$ cat src/rtl/uart_pkg.sv
// Shared UART definitions: line-state encoding and bit-time arithmetic.
// Intended for reuse by both the transmitter and the future receiver.
package uart_pkg;

  localparam logic [1:0] IDLE  = 2'd0;
  localparam logic [1:0] START = 2'd1;
  localparam logic [1:0] DATA  = 2'd2;
  localparam logic [1:0] STOP  = 2'd3;

  typedef enum logic [1:0] {
    StIdle  = IDLE,
    StStart = START,
    StData  = DATA,
    StStop  = STOP
  } uart_state_e;

  // Clock cycles per UART bit, truncated.
  function automatic int unsigned symbol_edge_time(input int unsigned freq,
                                                   input int unsigned baud);
    return freq / baud;
  endfunction

endpackage

$ cat src/rtl/uart_baud_tick.sv
// Bit-time counter: free-running, synchronously clearable, and emits a
// one-cycle tick on the last cycle of each bit period.
module uart_baud_tick #(
  parameter int unsigned Period = 10
) (
  input  logic clk_i,
  input  logic rst_ni,
  input  logic clr_i,
  output logic tick_o
);

  localparam int unsigned CntW = (Period > 1) ? $clog2(Period) : 1;
  localparam logic [CntW-1:0] CntMax = CntW'(Period - 1);

  logic [CntW-1:0] cnt_q, cnt_d;

  // Clear has priority so a held clear never produces a stray tick.
  assign tick_o = !clr_i && (cnt_q == CntMax);

  always_comb begin
    cnt_d = cnt_q + CntW'(1);
    if (clr_i || tick_o) begin
      cnt_d = '0;
    end
  end

  always_ff @(posedge clk_i or negedge rst_ni) begin
    if (!rst_ni) begin
      cnt_q <= '0;
    end else begin
      cnt_q <= cnt_d;
    end
  end

endmodule

$ cat src/rtl/fifo_uart_tx.sv
// Drains words from a FIFO dequeue port and sends each as WORD_BYTES 8N1
// frames, least-significant byte and bit first, with no gap between bytes.
module fifo_uart_tx
  import uart_pkg::*;
#(
  parameter int unsigned CLOCK_FREQ = 100_000_000,
  parameter int unsigned BAUD_RATE  = 115_200,
  parameter int unsigned WORD_BYTES = 4
) (
  input  logic                    clk,
  input  logic                    rst,
  input  logic                    in_valid,
  input  logic [8*WORD_BYTES-1:0] in_data,
  output logic                    in_ready,
  output logic                    serial_out,
  output logic                    busy
);

  localparam int unsigned SymbolEdgeTime = symbol_edge_time(CLOCK_FREQ, BAUD_RATE);
  localparam int unsigned WordW          = 8 * WORD_BYTES;
  localparam int unsigned ByteIdxW       = (WORD_BYTES > 1) ? $clog2(WORD_BYTES) : 1;
  localparam logic [ByteIdxW-1:0] LastByte = ByteIdxW'(WORD_BYTES - 1);

  if (SymbolEdgeTime < 2) begin : gen_bad_baud
    $error("fifo_uart_tx: CLOCK_FREQ/BAUD_RATE must be at least 2 cycles per bit");
  end

  uart_state_e         state_q, state_d;
  logic [WordW-1:0]    word_q, word_d;
  logic [2:0]          bit_idx_q, bit_idx_d;
  logic [ByteIdxW-1:0] byte_idx_q, byte_idx_d;
  logic                serial_q, serial_d;
  logic                busy_q, busy_d;
  logic                baud_clr;
  logic                tick;
  logic                accept;

  assign in_ready   = (state_q == StIdle);
  assign accept     = in_valid && in_ready;
  assign serial_out = serial_q;
  assign busy       = busy_q;

  // Holding the counter at zero while idle aligns the first bit to the accept edge.
  assign baud_clr = (state_q == StIdle);

  uart_baud_tick #(
    .Period (SymbolEdgeTime)
  ) u_baud_tick (
    .clk_i  (clk),
    .rst_ni (rst),
    .clr_i  (baud_clr),
    .tick_o (tick)
  );

  always_comb begin
    state_d    = state_q;
    word_d     = word_q;
    bit_idx_d  = bit_idx_q;
    byte_idx_d = byte_idx_q;
    serial_d   = serial_q;
    busy_d     = busy_q;

    unique case (state_q)
      StIdle: begin
        if (accept) begin
          state_d    = StStart;
          word_d     = in_data;
          bit_idx_d  = '0;
          byte_idx_d = '0;
          serial_d   = 1'b0;
          busy_d     = 1'b1;
        end
      end

      // The word is a shift register: its LSB is always the next data bit,
      // since bytes and bits both go out least-significant first.
      StStart: begin
        if (tick) begin
          state_d   = StData;
          bit_idx_d = '0;
          serial_d  = word_q[0];
          word_d    = word_q >> 1;
        end
      end

      StData: begin
        if (tick) begin
          if (bit_idx_q == 3'd7) begin
            state_d  = StStop;
            serial_d = 1'b1;
          end else begin
            bit_idx_d = bit_idx_q + 3'd1;
            serial_d  = word_q[0];
            word_d    = word_q >> 1;
          end
        end
      end

      StStop: begin
        if (tick) begin
          if (byte_idx_q == LastByte) begin
            state_d = StIdle;
            busy_d  = 1'b0;
          end else begin
            state_d    = StStart;
            byte_idx_d = byte_idx_q + ByteIdxW'(1);
            serial_d   = 1'b0;
          end
        end
      end

      default: begin
        state_d  = StIdle;
        serial_d = 1'b1;
        busy_d   = 1'b0;
      end
    endcase
  end

  always_ff @(posedge clk or negedge rst) begin
    if (!rst) begin
      state_q    <= StIdle;
      word_q     <= '0;
      bit_idx_q  <= '0;
      byte_idx_q <= '0;
      serial_q   <= 1'b1;
      busy_q     <= 1'b0;
    end else begin
      state_q    <= state_d;
      word_q     <= word_d;
      bit_idx_q  <= bit_idx_d;
      byte_idx_q <= byte_idx_d;
      serial_q   <= serial_d;
      busy_q     <= busy_d;
    end
  end

endmodule

$ cat config.mk
export PLATFORM = sky130hd
export DESIGN_NAME = fifo_uart_tx
export DESIGN_NICKNAME = d
export VERILOG_FILES = /design/src/rtl/uart_pkg.sv /design/src/rtl/uart_baud_tick.sv /design/src/rtl/fifo_uart_tx.sv
export SDC_FILE = /design/constraint.sdc
export NUM_CORES = 1
export LEC_CHECK = 0
export BUFFER_PORTS_ARGS = -buffer_cell sky130_fd_sc_hd__buf_2
export CORE_ASPECT_RATIO = 0.75
export CORE_MARGIN = 2
export CORE_UTILIZATION = 62
export DETAILED_ROUTE_END_ITERATION = 10
export PLACE_DENSITY = 0.88
export SYNTH_ARGS = -nofsm -noshare
export SYNTH_HDL_FRONTEND = slang
export SYNTH_SLANG_ARGS = --single-unit
$ cat constraint.sdc
create_clock -name clk -period 2.81 [get_ports clk]
set_input_delay 0.562 -clock clk [delete_from_list [all_inputs] [get_ports clk]]
set_output_delay 0.562 -clock clk [all_outputs]
set_load 0.03 [all_outputs]
# Word-level counts from Yosys, hierarchy flattened
# Index checks and enable logic that the tools add are counted.
# totals
ff_bits,51
inputBits,35
# classes
addsub,3
n_eq_ne,14
n_mux,33
reduce_logical,12
# ops
op,count
32-bit 2-to-1 mux,4
32-bit case mux with 3 select lines,1
2-bit 2-to-1 mux,8
5-bit AND reduction,3
3-bit 2-to-1 mux,4
10-bit by 1-bit adder with 10-bit output (second input constant),1
10-bit equality test (second input constant),1
1-bit 2-to-1 mux,10
10-bit 2-to-1 mux,1
3-bit case mux with 3 select lines,1
2-bit by 1-bit != test with 1-bit output (second input constant),4
2-bit != test (second input constant),4
2-bit case mux with 4 select lines,1
4-bit AND reduction,2
2-bit equality test (second input constant),3
1-bit case mux with 4 select lines,1
2-bit case mux with 2 select lines,1
3-bit by 1-bit adder with 3-bit output (second input constant),1
3-bit equality test (second input constant),1
3-bit nonzero test,1
2-bit by 1-bit adder with 2-bit output (second input constant),1
2-bit by 1-bit equality test with 1-bit output (second input constant),1
1-bit logical AND,2
2-bit logical NOT,1
4 further kinds,4

# Logic depth before layout (Yosys ltp)
# Gate-level depths: netlist of run 1.
# depth
ltp_word,5
depth_mapped,8
depth_no_buf,6

# By module
# From an unflattened synthesis of run 1, not the netlist that was laid out.
# unflattened
hier_cells,256
hier_area_um2,2645.0
# modules_own_cells
module,n_inst,cells_per_inst,area_per_inst_um2
fifo_uart_tx,1,203,2110.8
uart_baud_tick,1,53,534.3

# Least setup slack after synthesis of run 1
# Ideal clock, no wire load.
# synth_timing
kind,register to register
startpoint,reg state_q[0]
endpoint,reg word_q[0]
setup_ns,0.125
t_arrival_ns,1.991
t_required_ns,2.685
setup_slack_ns,0.693
path_stages_with_launch,9
n_path_buf,2
path_cell_list,dfrtp_1 inv_1 ha_1 and4bb_2 a31oi_2 or2_1 buf_6 buf_12 o21ai_2
# synth_between
elab_chain_len,5
elab_cells_between_ends,13
# synth_rtl
element,line_no,rtl
from (decl),fifo_uart_tx.sv:28,"uart_state_e state_q, state_d;"
from (signal assigned),fifo_uart_tx.sv:122,state_q <= StIdle;
from (signal assigned),fifo_uart_tx.sv:129,state_q <= state_d;
2-bit logical NOT *,fifo_uart_tx.sv:38,assign in_ready = (state_q == StIdle);
named net in_ready,fifo_uart_tx.sv:14,"output logic in_ready,"
1-bit logical NOT,uart_baud_tick.sv:18,assign tick_o = !clr_i && (cnt_q == CntMax);
1-bit logical AND,uart_baud_tick.sv:18,
2-bit by 1-bit != test with 1-bit output (no source line),n/a,
5-bit AND reduction (no source line),n/a,
to (signal assigned),fifo_uart_tx.sv:130,word_q <= word_d;
to (decl),fifo_uart_tx.sv:29,"logic [WordW-1:0] word_q, word_d;"
# Mark *: on every way through the listed nets, which the timed path passes. The rest lies on a longest branch.
# A chain may end at the register's enable or synchronous reset.

# Worst setup path after layout of run 1
# layout_timing
startpoint,reg state_q[0]
endpoint,reg word_q[27]
# layout_between
elab_chain_len,5
elab_cells_between_ends,13
# layout_rtl
element,line_no
2-bit logical NOT,"fifo_uart_tx.sv:38, fifo_uart_tx.sv:44, fifo_uart_tx.sv:63"
1-bit logical NOT,uart_baud_tick.sv:18
1-bit logical AND,uart_baud_tick.sv:18
2-bit by 1-bit != test with 1-bit output (no source line),n/a
5-bit AND reduction (no source line),n/a
# Several ways; a longest one is shown, not always the timed one.

==> results of run 1 <==
==> power by group through the flow <==
| stage | logic [mW] | registers (mW) | clock network (mW) |
|---|---|---|---|
| after floorplan | 0.00145 | 0.748 | 0 |
| after global placement | 0.0407 | 0.748 | 0 |
| after detailed placement | 0.0408 | 0.748 | 0 |
| after CTS | 0.0411 | 0.733 | 0.514 |
| after global routing | 0.0452 | 0.733 | 0.547 |
| final | 0.0395 | 0.733 | 0.509 |
==> synth_stat cells (2+ instances only) <==
library cell               number  area share (%)
sky130_fd_sc_hd__nor3_1         2            0.36
sky130_fd_sc_hd__ha_1           9             4.1
sky130_fd_sc_hd__o21ai_2       30             9.5
sky130_fd_sc_hd__nand2b_1       3            0.68
sky130_fd_sc_hd__a21oi_1        2            0.36
sky130_fd_sc_hd__nand2_1        9             1.2
sky130_fd_sc_hd__inv_1          6            0.81
sky130_fd_sc_hd__mux2i_1       31              11
sky130_fd_sc_hd__clkbuf_1      12             1.6
sky130_fd_sc_hd__xnor2_1        6             1.9
sky130_fd_sc_hd__o21ai_0       38             6.9
sky130_fd_sc_hd__nand3_1        9             1.6
sky130_fd_sc_hd__dfrtp_1       50              45
sky130_fd_sc_hd__nor2_1        17             2.3
sky130_fd_sc_hd__a22o_1         2            0.63
sky130_fd_sc_hd__xor2_1         2            0.63
sky130_fd_sc_hd__and2_1         2            0.45
sky130_fd_sc_hd__buf_12         3             2.2
sky130_fd_sc_hd__nand4_1        2            0.45
sky130_fd_sc_hd__mux2_2         2            0.81
==> sequential cells by signal, indices dropped and copies added (netlist names) <==
register and flops:
bit_idx_q 3, busy 1, byte_idx_q 2, serial_out 1
state_q 2, u_baud_tick.cnt_q 10, word_q 32
==> worst max-delay path: cells and delay by family (launching register included) <==
| family | cells | cell delay, ns |
|---|---|---|
| AOI/OAI and AO/OA | 2 | 0.28 |
| adders and majority gates | 1 | 0.31 |
| and+or+nand+nor | 2 | 0.91 |
| buffers and inverters | 2 | 0.48 |
| DFF | 1 | 0.42 |
==> worst max-delay path by stage <==
stage | from | end | slack (ns) | cells after the start
after floorplan | state_q[0] | word_q[0] | 0.69 | 8
after global placement | state_q[0] | word_q[1] | 0.36 | 7
after detailed placement | state_q[0] | word_q[25] | 0.29 | 7
after CTS | state_q[0] | word_q[27] | 0.25 | 7
after global routing | state_q[0] | word_q[27] | 0.12 | 7
final | state_q[0] | word_q[27] | 0.27 | 7
==> routing by layer <==
layer	global-route usage (%)	vias up	routed length, microns
li1	-	968	-
met1	31.8	999	2480
met2	37.0	39	2610
met3	6.65	4	214
met4	6.78	0	47
met5	0	-	0
==> metrics by stage <==
stage	util, %	cell area [sq um]
after detailed placement	67.5	2960
after global routing	69.9	3070
after global placement	67.5	2960
final	69.9	3070
after CTS	69.9	3070
after floorplan	-	2770
==> cells by family after synthesis <==
logic type      count (synthesis)  synth area share (%)
simple gates                   50                  9.44
mux                            34                  12.6
buf+inv                        22                  5.01
xor+xnor                        8                  2.53
compound gates                 81                  20.3
fa+ha+maj                       9                  4.06
flops                          51                  46.1
==> area by class of cell <==
class | instances | share of cell area, %
clock buffers | 5 | 2.24
well taps | 57 | 2.32
flip-flops and latches | 51 | 41.6
clock inverters | 2 | 1.22
repair buffers | 42 | 7.26
multi-input cells | 182 | 44.6
inverters | 6 | 0.734
==> results.yml, run 1 <==
timing:
  report.final.slew_viol_count: 0
  min_period_over_period_pct: 90.3
  skew_ns: 0.00841
  maxClockFrequency_mhz: 394
  final.hold.worst_slack_ns: 0.344
  finalHoldViolations: 0
  setup-violations-final: 0
  timing.setup.tns_ns: 0
  finalCriticalPeriod_ns: 2.54
  worst_slew_pin_slew_ns: 0.738
  worst_slew_margin_rel_pct: 50.8
  setup_ws_ns: 0.273
  rsz0062_at_grt: "no"
floorplanning:
  fp.dieW_microns: 81.2
  initial_core_util_pct: 63.2
  core.rowCount: 21
  dieHeight_microns: 61.9
  design.core.area_sq_um: 4390
  ioPinCount: 38
  die-area_sq_um: 5030
layout:
  mostFrequentLayoutCells: "50 x sky130_fd_sc_hd__dfrtp_1, 38 x sky130_fd_sc_hd__o21ai_0, 37 x sky130_fd_sc_hd__buf_2"
  layout_area_growth_over_synthesis_pct: 10.7
  multi_input_area_sq_um: 1370
  final.fill_count: 321
  post_route_cells_drive_above_1_share_pct: 31.6
  final_cells: 345
  register_area_sq_um: 1280
  most_common_cell_after_layout_fill_and_taps_aside: "sky130_fd_sc_hd__dfrtp_1"
  antenna_cells_inserted: 0
  nets: 332
clocking:
  clk_path_buf_depth: 2
  path_clk_slew_ns: 0.09
  clock_latency_ns: 0.31
  tritoncts.num_buffers: 5
  clock_tree_from_tritoncts: "done"
  cts-root-buf: "sky130_fd_sc_hd__clkbuf_8"
  h_tree_level_count: 2
  post_cts_sizing: 0
  cts.sinks: 51
  post_cts_hold_buffer_count: 0
  cts_post_setup_buffers_inserted: 0
route:
  ant_nets: 0
  totalWireLength_microns: 5350
  detail_route.iter0.violations: 101
  drc_errors: 0
  routed-via-count: 2010
  wire_per_inst_microns: 15.5
  drt-vias-per-instance: 5.83
  drt_pre_antenna_iters: 4
synth:
  synth.ff_latch_count: 51
  ys_seq_area_share_pct: 46.1
  post_synth.cell_area_avg_sq_um: 10.9
  postSynthNetCount: 299
  synthFlopType: "sky130_fd_sc_hd__dfrtp_1"
  synth_edf_count: 0
  netlist_area_sq_um: 2770
  synthArstFlopShare_pct: 100
  ys.warnings.count: 0
  post_synthesis_cell_type_count: 38
  synthesis.instances: 255
pwr:
  clockPowerShare_pct: 39.7
  net-switching-power_mw: 0.269
  total_power_mw: 1.28
  power.sequential.fraction_pct: 57.2
  peakVddDrop_mv: 0.325
  switching_share_pct: 21.0
  combPwrFrac_pct: 3.1
  power.leakage_nw: 1.57
  internal_power_mw: 1.01
  power_density_nw_per_um2: 418
place:
  dpl_worst_slack_ns: 0.291
  dp_cells: 338
  port_buffers: 37
  dp_hpwl_microns: 3520
  gpl_wtd_cong: 0.771
run_status:
  run_status: "finished clean"
grt:
  number_of_global_route_vias_before_repair: 1827
  grt_overflow_total: 0
  grt_first_pass_wirelength_microns: 8560
  grt_antenna_before_repair: 0
  groute.usage.overall_pct: 23.3
  grt_start_max_net_pins: 52
critical_path:
  regToRegStartpoint: "state_q[0]"
  cell_type_of_the_slowest_stage_on_the_worst_timing_path: "sky130_fd_sc_hd__or2_2"
  crit_required_ns: 3.00
  critical_path_arrival_ns: 2.72
  ff2ff_path_depth: 7
  timing.critical_path.slowest_cell_delay_ns: 0.62
  critPathCaptureType: "flop"
  crit_chain: "inv_1, ha_2, and4bb_2, a31oi_2, or2_2, buf_4, o21ai_2"
  critPathKind: "reg -> reg"
  r2r-end: "word_q[27]"
  worstPathMaxFanout: 26
  regToRegSetupSlack_ns: 0.27
  start_kind: "flop"
job:
  cap_viol_max_count: 0
min_path:
  min_path_type: "in -> async"
Note: power is estimated with default switching activity, not from simulation.
==> run 2: changes to the inputs <==
Settings changed: CORE_UTILIZATION 62 to 57, PLACE_DENSITY 0.88 to 0.82, SYNTH_HIERARCHICAL set to 1.
Clock period 2.81 ns to 2.4 ns, I/O delays scaled along.
==> results.yml, run 2 <==
run_status:
  run_status: "finished clean"
place:
  gpl_wtd_cong: 0.787
  placed_cell_area_sq_um: 2840
  port_buffers: 37
  dp_hpwl_microns: 3270
  dp_cells: 342
  dpl_worst_slack_ns: 0.360
floorplanning:
  core.rowCount: 21
  ioPinCount: 38
  die-area_sq_um: 5210
  dieHeight_microns: 63.0
  fp.dieW_microns: 82.7
  initial_core_util_pct: 59.2
  design.core.area_sq_um: 4470
clocking:
  h_tree_level_count: 2
  tritoncts.num_buffers: 5
  cts-root-buf: "sky130_fd_sc_hd__clkbuf_8"
  path_clk_slew_ns: 0.09
  cts.sinks: 51
  clock_tree_from_tritoncts: "done"
  cts_post_setup_buffers_inserted: 0
  post_cts_hold_buffer_count: 0
  post_cts_sizing: 0
  clk_path_buf_depth: 2
  clock_latency_ns: 0.30
timing:
  setup_ws_ns: 0.335
  final.hold.worst_slack_ns: 0.269
  maxClockFrequency_mhz: 484
  finalCriticalPeriod_ns: 2.06
  skew_ns: 0.00715
  timing.setup.tns_ns: 0
  rsz0062_at_grt: "no"
  setup-violations-final: 0
  min_period_over_period_pct: 86.0
  worst_slew_margin_rel_pct: 57.8
  worst_slew_pin_slew_ns: 0.633
  report.final.slew_viol_count: 0
  finalHoldViolations: 0
critical_path:
  cp-endpoint: "word_q[31]"
  worstPathMaxFanout: 70
  origin_of_the_worst_setup_path: "u_baud_tick/cnt_q[3]"
  start_kind: "flop"
  cell_type_of_the_slowest_stage_on_the_worst_timing_path: "sky130_fd_sc_hd__dfrtp_1"
  critPathKind: "reg -> reg"
  regToRegStartpoint: "u_baud_tick/cnt_q[3]"
  regToRegSetupSlack_ns: 0.34
  timing.critical_path.slowest_cell_delay_ns: 0.45
  r2r-end: "word_q[31]"
  crit_required_ns: 2.63
  ff2ff_path_depth: 8
  crit_chain: "nor4_2, nand4_1, nor2_1, o21bai_1, and4_2, buf_12, nand3b_1, o21ai_2"
  critPathCaptureType: "flop"
  critical_path_arrival_ns: 2.30
layout:
  postLayoutCellArea_sq_um: 2960
  postLayoutCoreUtil_pct: 66.2
  most_common_cell_after_layout_fill_and_taps_aside: "sky130_fd_sc_hd__dfrtp_1"
  final_cells: 350
  mostFrequentLayoutCells: "50 x sky130_fd_sc_hd__dfrtp_1, 40 x sky130_fd_sc_hd__nor2_1, 37 x sky130_fd_sc_hd__buf_2"
  max_ffs_per_register: 32
  post_route_cells_drive_above_1_share_pct: 21.8
  layout_area_growth_over_synthesis_pct: 11.8
  nets: 336
  final.fill_count: 380
  largestRegisters: "word_q (32), u_baud_tick/cnt_q (10), bit_idx_q (3)"
  antenna_cells_inserted: 0
  largest_register_by_flop_count: "word_q"
pwr:
  peakVddDrop_mv: 0.419
  power_density_nw_per_um2: 512
  power.leakage_nw: 1.58
  total_power_mw: 1.51
synth:
  synthesis.instances: 256
  post_synth.cell_area_avg_sq_um: 10.3
  synth.ff_latch_count: 51
  synth.top_cell.area_share_pct: 47.3
  netlist_area_sq_um: 2650
  synth_compound_gate_area_share_pct: 13.7
  ys_seq_area_share_pct: 48.3
  synth_xor_area_share_pct: 0.993
  netlist_top_cells_area: "sky130_fd_sc_hd__dfrtp_1 47%, sky130_fd_sc_hd__mux2i_1 12%, sky130_fd_sc_hd__a21oi_1 6.4%"
  yosys-top-cells-count: "50 x sky130_fd_sc_hd__dfrtp_1, 40 x sky130_fd_sc_hd__nor2_1, 34 x sky130_fd_sc_hd__a21oi_1, 31 x sky130_fd_sc_hd__mux2i_1, 11 x sky130_fd_sc_hd__nand2_1"
  post_synth_fa_ha_maj_area_fraction_pct: 4.26
  mux_contribution_to_synthesized_area_pct: 12.6
  synth_simple_gate_area_share_pct: 14.7
  synth_largest_area_cell: "sky130_fd_sc_hd__dfrtp_1"
  synth_edf_count: 0
  synthArstFlopShare_pct: 100
  post_synthesis_cell_type_count: 36
  synth_most_common_cell: "sky130_fd_sc_hd__dfrtp_1"
  synthFlopType: "sky130_fd_sc_hd__dfrtp_1"
  postSynthNetCount: 300
  largest_family_of_logic_cells_by_synthesized_area: "simple AND/OR/NAND/NOR gates"
  ys.warnings.count: 6
route:
  detail_route.iter0.violations: 57
  drt-vias-per-instance: 5.38
  totalWireLength_microns: 4660
  drt_pre_antenna_iters: 4
  ant_nets: 0
  routed-via-count: 1884
  wire_per_inst_microns: 13.3
  drc_errors: 0
grt:
  grt_first_pass_wirelength_microns: 8400
  number_of_global_route_vias_before_repair: 1939
  groute.usage.overall_pct: 20.5
  grt_start_max_net_pins: 71
  grt_antenna_before_repair: 0
  grt_overflow_total: 0
min_path:
  min_path_type: "in -> async"
job:
  cap_viol_max_count: 0
-- run 2: cell count changes after synthesis, moves of 7 or more --
cell	before	now
sky130_fd_sc_hd__nor2_1	17	40
sky130_fd_sc_hd__o21ai_2	30	4
sky130_fd_sc_hd__o21ai_0	38	9
sky130_fd_sc_hd__buf_6	1	8
sky130_fd_sc_hd__a21oi_1	2	34
sky130_fd_sc_hd__clkbuf_1	12	0
-- run 2: worst min-delay path by stage --
stage          startpoint              endpoint  slack [ns]  cells after the start
2_1_floorplan         rst          bit_idx_q[0]        0.18                      0
3_3_place_gp   serial_out            serial_out        0.47                      2
3_5_place_dp   serial_out            serial_out        0.48                      2
4_1_cts               rst            word_q[28]        0.30                      2
5_1_grt               rst             word_q[7]        0.33                      2
6_report              rst  u_baud_tick/cnt_q[5]        0.27                      2
-- run 2: metal layers --
metal,track usage (%),part of all wire [%],routed length [microns],vias to the layer above
met3,4.19,3.0,138,5
met5,0,0,0,-
li1,-,-,-,969
met1,27.7,48,2250,885
met2,33.8,48,2220,25
met4,4.92,1.0,48,0
-- run 2: critical path: cells and delay by family (launching register included) --
| family | cells | cell delay, ns |
|---|---|---|
| compound gates | 2 | 0.20 |
| buf+inv | 1 | 0.27 |
| flops | 1 | 0.45 |
| simple gates | 5 | 1.06 |
-- run 2: layout make-up --
class	count	area, sq um	share of cell area (%)
clock inverters	2	35.0	1.18
flip-flops and latches	51	1280	43.2
inverters	8	30.0	1.02
multi-input cells	184	1230	41.5
well taps	57	71.3	2.41
repair buffers	42	235	7.95
clock buffers	6	82.6	2.79
-- run 2: cell families after synthesis --
family / Yosys count
AND/OR/NAND/NOR: 79
AO/OA/AOI/OAI: 60
flip-flops: 51
multiplexers: 33
buffers and inverters: 21
adder cells (fa/ha/maj): 9
XOR/XNOR: 3
-- run 2: where the power goes --
part           internal (mW)  switching (mW)  total [mW]
logic                 0.0227          0.0245      0.0472
clock network          0.337           0.270       0.607
registers              0.858               0       0.858
total                   1.22           0.294        1.51
==> run 3: changes to the inputs <==
==> constraint.sdc (replaced) <==
create_clock -name clk -period 2.4 [get_ports clk]
set_input_delay 0.72 -clock clk [delete_from_list [all_inputs] [get_ports clk]]
set_output_delay 0.72 -clock clk [all_outputs]
set_load 0.03 [all_outputs]
==> results.yml, run 3 (synthesis results as in run 2) <==
pwr:
  peakVddDrop_mv: 0.320
  power_density_nw_per_um2: 498
  power.leakage_nw: 1.58
clocking:
  path_clk_slew_ns: 0.09
  cts-root-buf: "sky130_fd_sc_hd__clkbuf_8"
  post_cts_hold_buffer_count: 0
  h_tree_level_count: 2
  tritoncts.num_buffers: 5
  cts.sinks: 51
  cts_post_setup_buffers_inserted: 0
  clock_latency_ns: 0.29
  clock_tree_from_tritoncts: "done"
  post_cts_sizing: 0
  clk_path_buf_depth: 2
place:
  dp_hpwl_microns: 3230
  port_buffers: 37
  placed_cell_area_sq_um: 2850
  gpl_wtd_cong: 0.772
grt:
  number_of_global_route_vias_before_repair: 1808
  grt_first_pass_wirelength_microns: 8050
  grt_start_max_net_pins: 71
  grt_antenna_before_repair: 0
  grt_overflow_total: 0
  groute.usage.overall_pct: 19.8
floorplanning:
  ioPinCount: 38
  dieHeight_microns: 63.0
  design.core.area_sq_um: 4470
  initial_core_util_pct: 59.2
  core.rowCount: 21
  die-area_sq_um: 5210
  fp.dieW_microns: 82.7
route:
  totalWireLength_microns: 4590
  drt_pre_antenna_iters: 4
  routed-via-count: 1891
  detail_route.iter0.violations: 67
  wire_per_inst_microns: 13.2
  drt-vias-per-instance: 5.42
  drc_errors: 0
  ant_nets: 0
timing:
  finalHoldViolations: 0
  worst_slew_margin_rel_pct: 58.6
  skew_ns: 0.00681
  finalCriticalPeriod_ns: 2.12
  timing.setup.tns_ns: 0
  report.final.slew_viol_count: 0
  worst_slew_pin_slew_ns: 0.621
  setup-violations-final: 0
  maxClockFrequency_mhz: 473
  min_period_over_period_pct: 88.2
  rsz0062_at_grt: "no"
critical_path:
  cell_type_of_the_slowest_stage_on_the_worst_timing_path: "sky130_fd_sc_hd__dfrtp_1"
  worstPathMaxFanout: 11
  critPathKind: "reg -> out"
  start_kind: "flop"
  timing.critical_path.slowest_cell_delay_ns: 0.41
  critPathCaptureType: "output port"
  crit_required_ns: 1.68
  critical_path_arrival_ns: 1.40
  regToRegSetupSlack_ns: 0.33
  crit_chain: "inv_1, ha_2, buf_2"
layout:
  most_common_cell_after_layout_fill_and_taps_aside: "sky130_fd_sc_hd__dfrtp_1"
  antenna_cells_inserted: 0
  postLayoutCoreUtil_pct: 66.2
  mostFrequentLayoutCells: "50 x sky130_fd_sc_hd__dfrtp_1, 40 x sky130_fd_sc_hd__nor2_1, 37 x sky130_fd_sc_hd__buf_2"
  postLayoutCellArea_sq_um: 2960
  largestRegisters: "word_q (32), u_baud_tick/cnt_q (10), bit_idx_q (3)"
  largest_register_by_flop_count: "word_q"
  nets: 336
  post_route_cells_drive_above_1_share_pct: 21.2
  max_ffs_per_register: 32
  layout_area_growth_over_synthesis_pct: 11.7
job:
  cap_viol_max_count: 0
min_path:
  min_path_type: "reg -> reg"
run_status:
  run_status: "finished clean"
run 3: area by class of cell:
class / count / area (sq um)
inverters: 8 / 30.0
multi-input cells: 184 / 1230
clock inverters: 1 / 30.0
well taps: 57 / 71.3
flip-flops and latches: 51 / 1280
fillers: 376 / 1510
repair buffers: 42 / 248
clock buffers: 6 / 72.6
run 3: final timing paths:
check | end | from | cells past startpoint
setup / recovery | in_ready | state_q[0] | 3
hold / removal | serial_out | serial_out | 2
setup reg to reg | word_q[4] | u_baud_tick/cnt_q[0] | 9
hold reg to reg | serial_out | serial_out | 2
max in group asynchronous | word_q[30] | rst | 2
min in group asynchronous | u_baud_tick/cnt_q[5] | rst | 2
run 3: per-layer routing:
metal | track usage [%] | vias up | share of wire (%)
met5 | 0 | - | 0
met4 | 3.89 | 0 | 0.59
met3 | 4.91 | 2 | 3.2
met2 | 31.8 | 31 | 46
met1 | 27.3 | 888 | 50
li1 | - | 970 | -
run 3: critical path, delay by kind of cell (launching register included):
kind       cells  cell delay [ns]
flops          1             0.41
fa+ha+maj      1             0.32
buf+inv        2             0.39
run 3: through the flow:
stage | hold WS [ns] | setup WS, ns | cells | total power [mW]
3_3_place_gp | 0.467 | 0.468 | 342 | 0.924
6_report | 0.484 | 0.284 | 349 | 1.47
3_5_place_dp | 0.473 | 0.363 | 342 | 0.924
2_1_floorplan | 0.424 | 0.372 | 256 | 0.879
4_1_cts | 0.485 | 0.277 | 349 | 1.48
5_1_grt | 0.498 | 0.108 | 349 | 1.53
run 3: where the power goes:
group	switching (mW)	total, mW	internal [mW]
logic	0.0245	0.0472	0.0227
registers	0	0.858	0.858
clock network	0.259	0.565	0.306
total	0.284	1.47	1.19
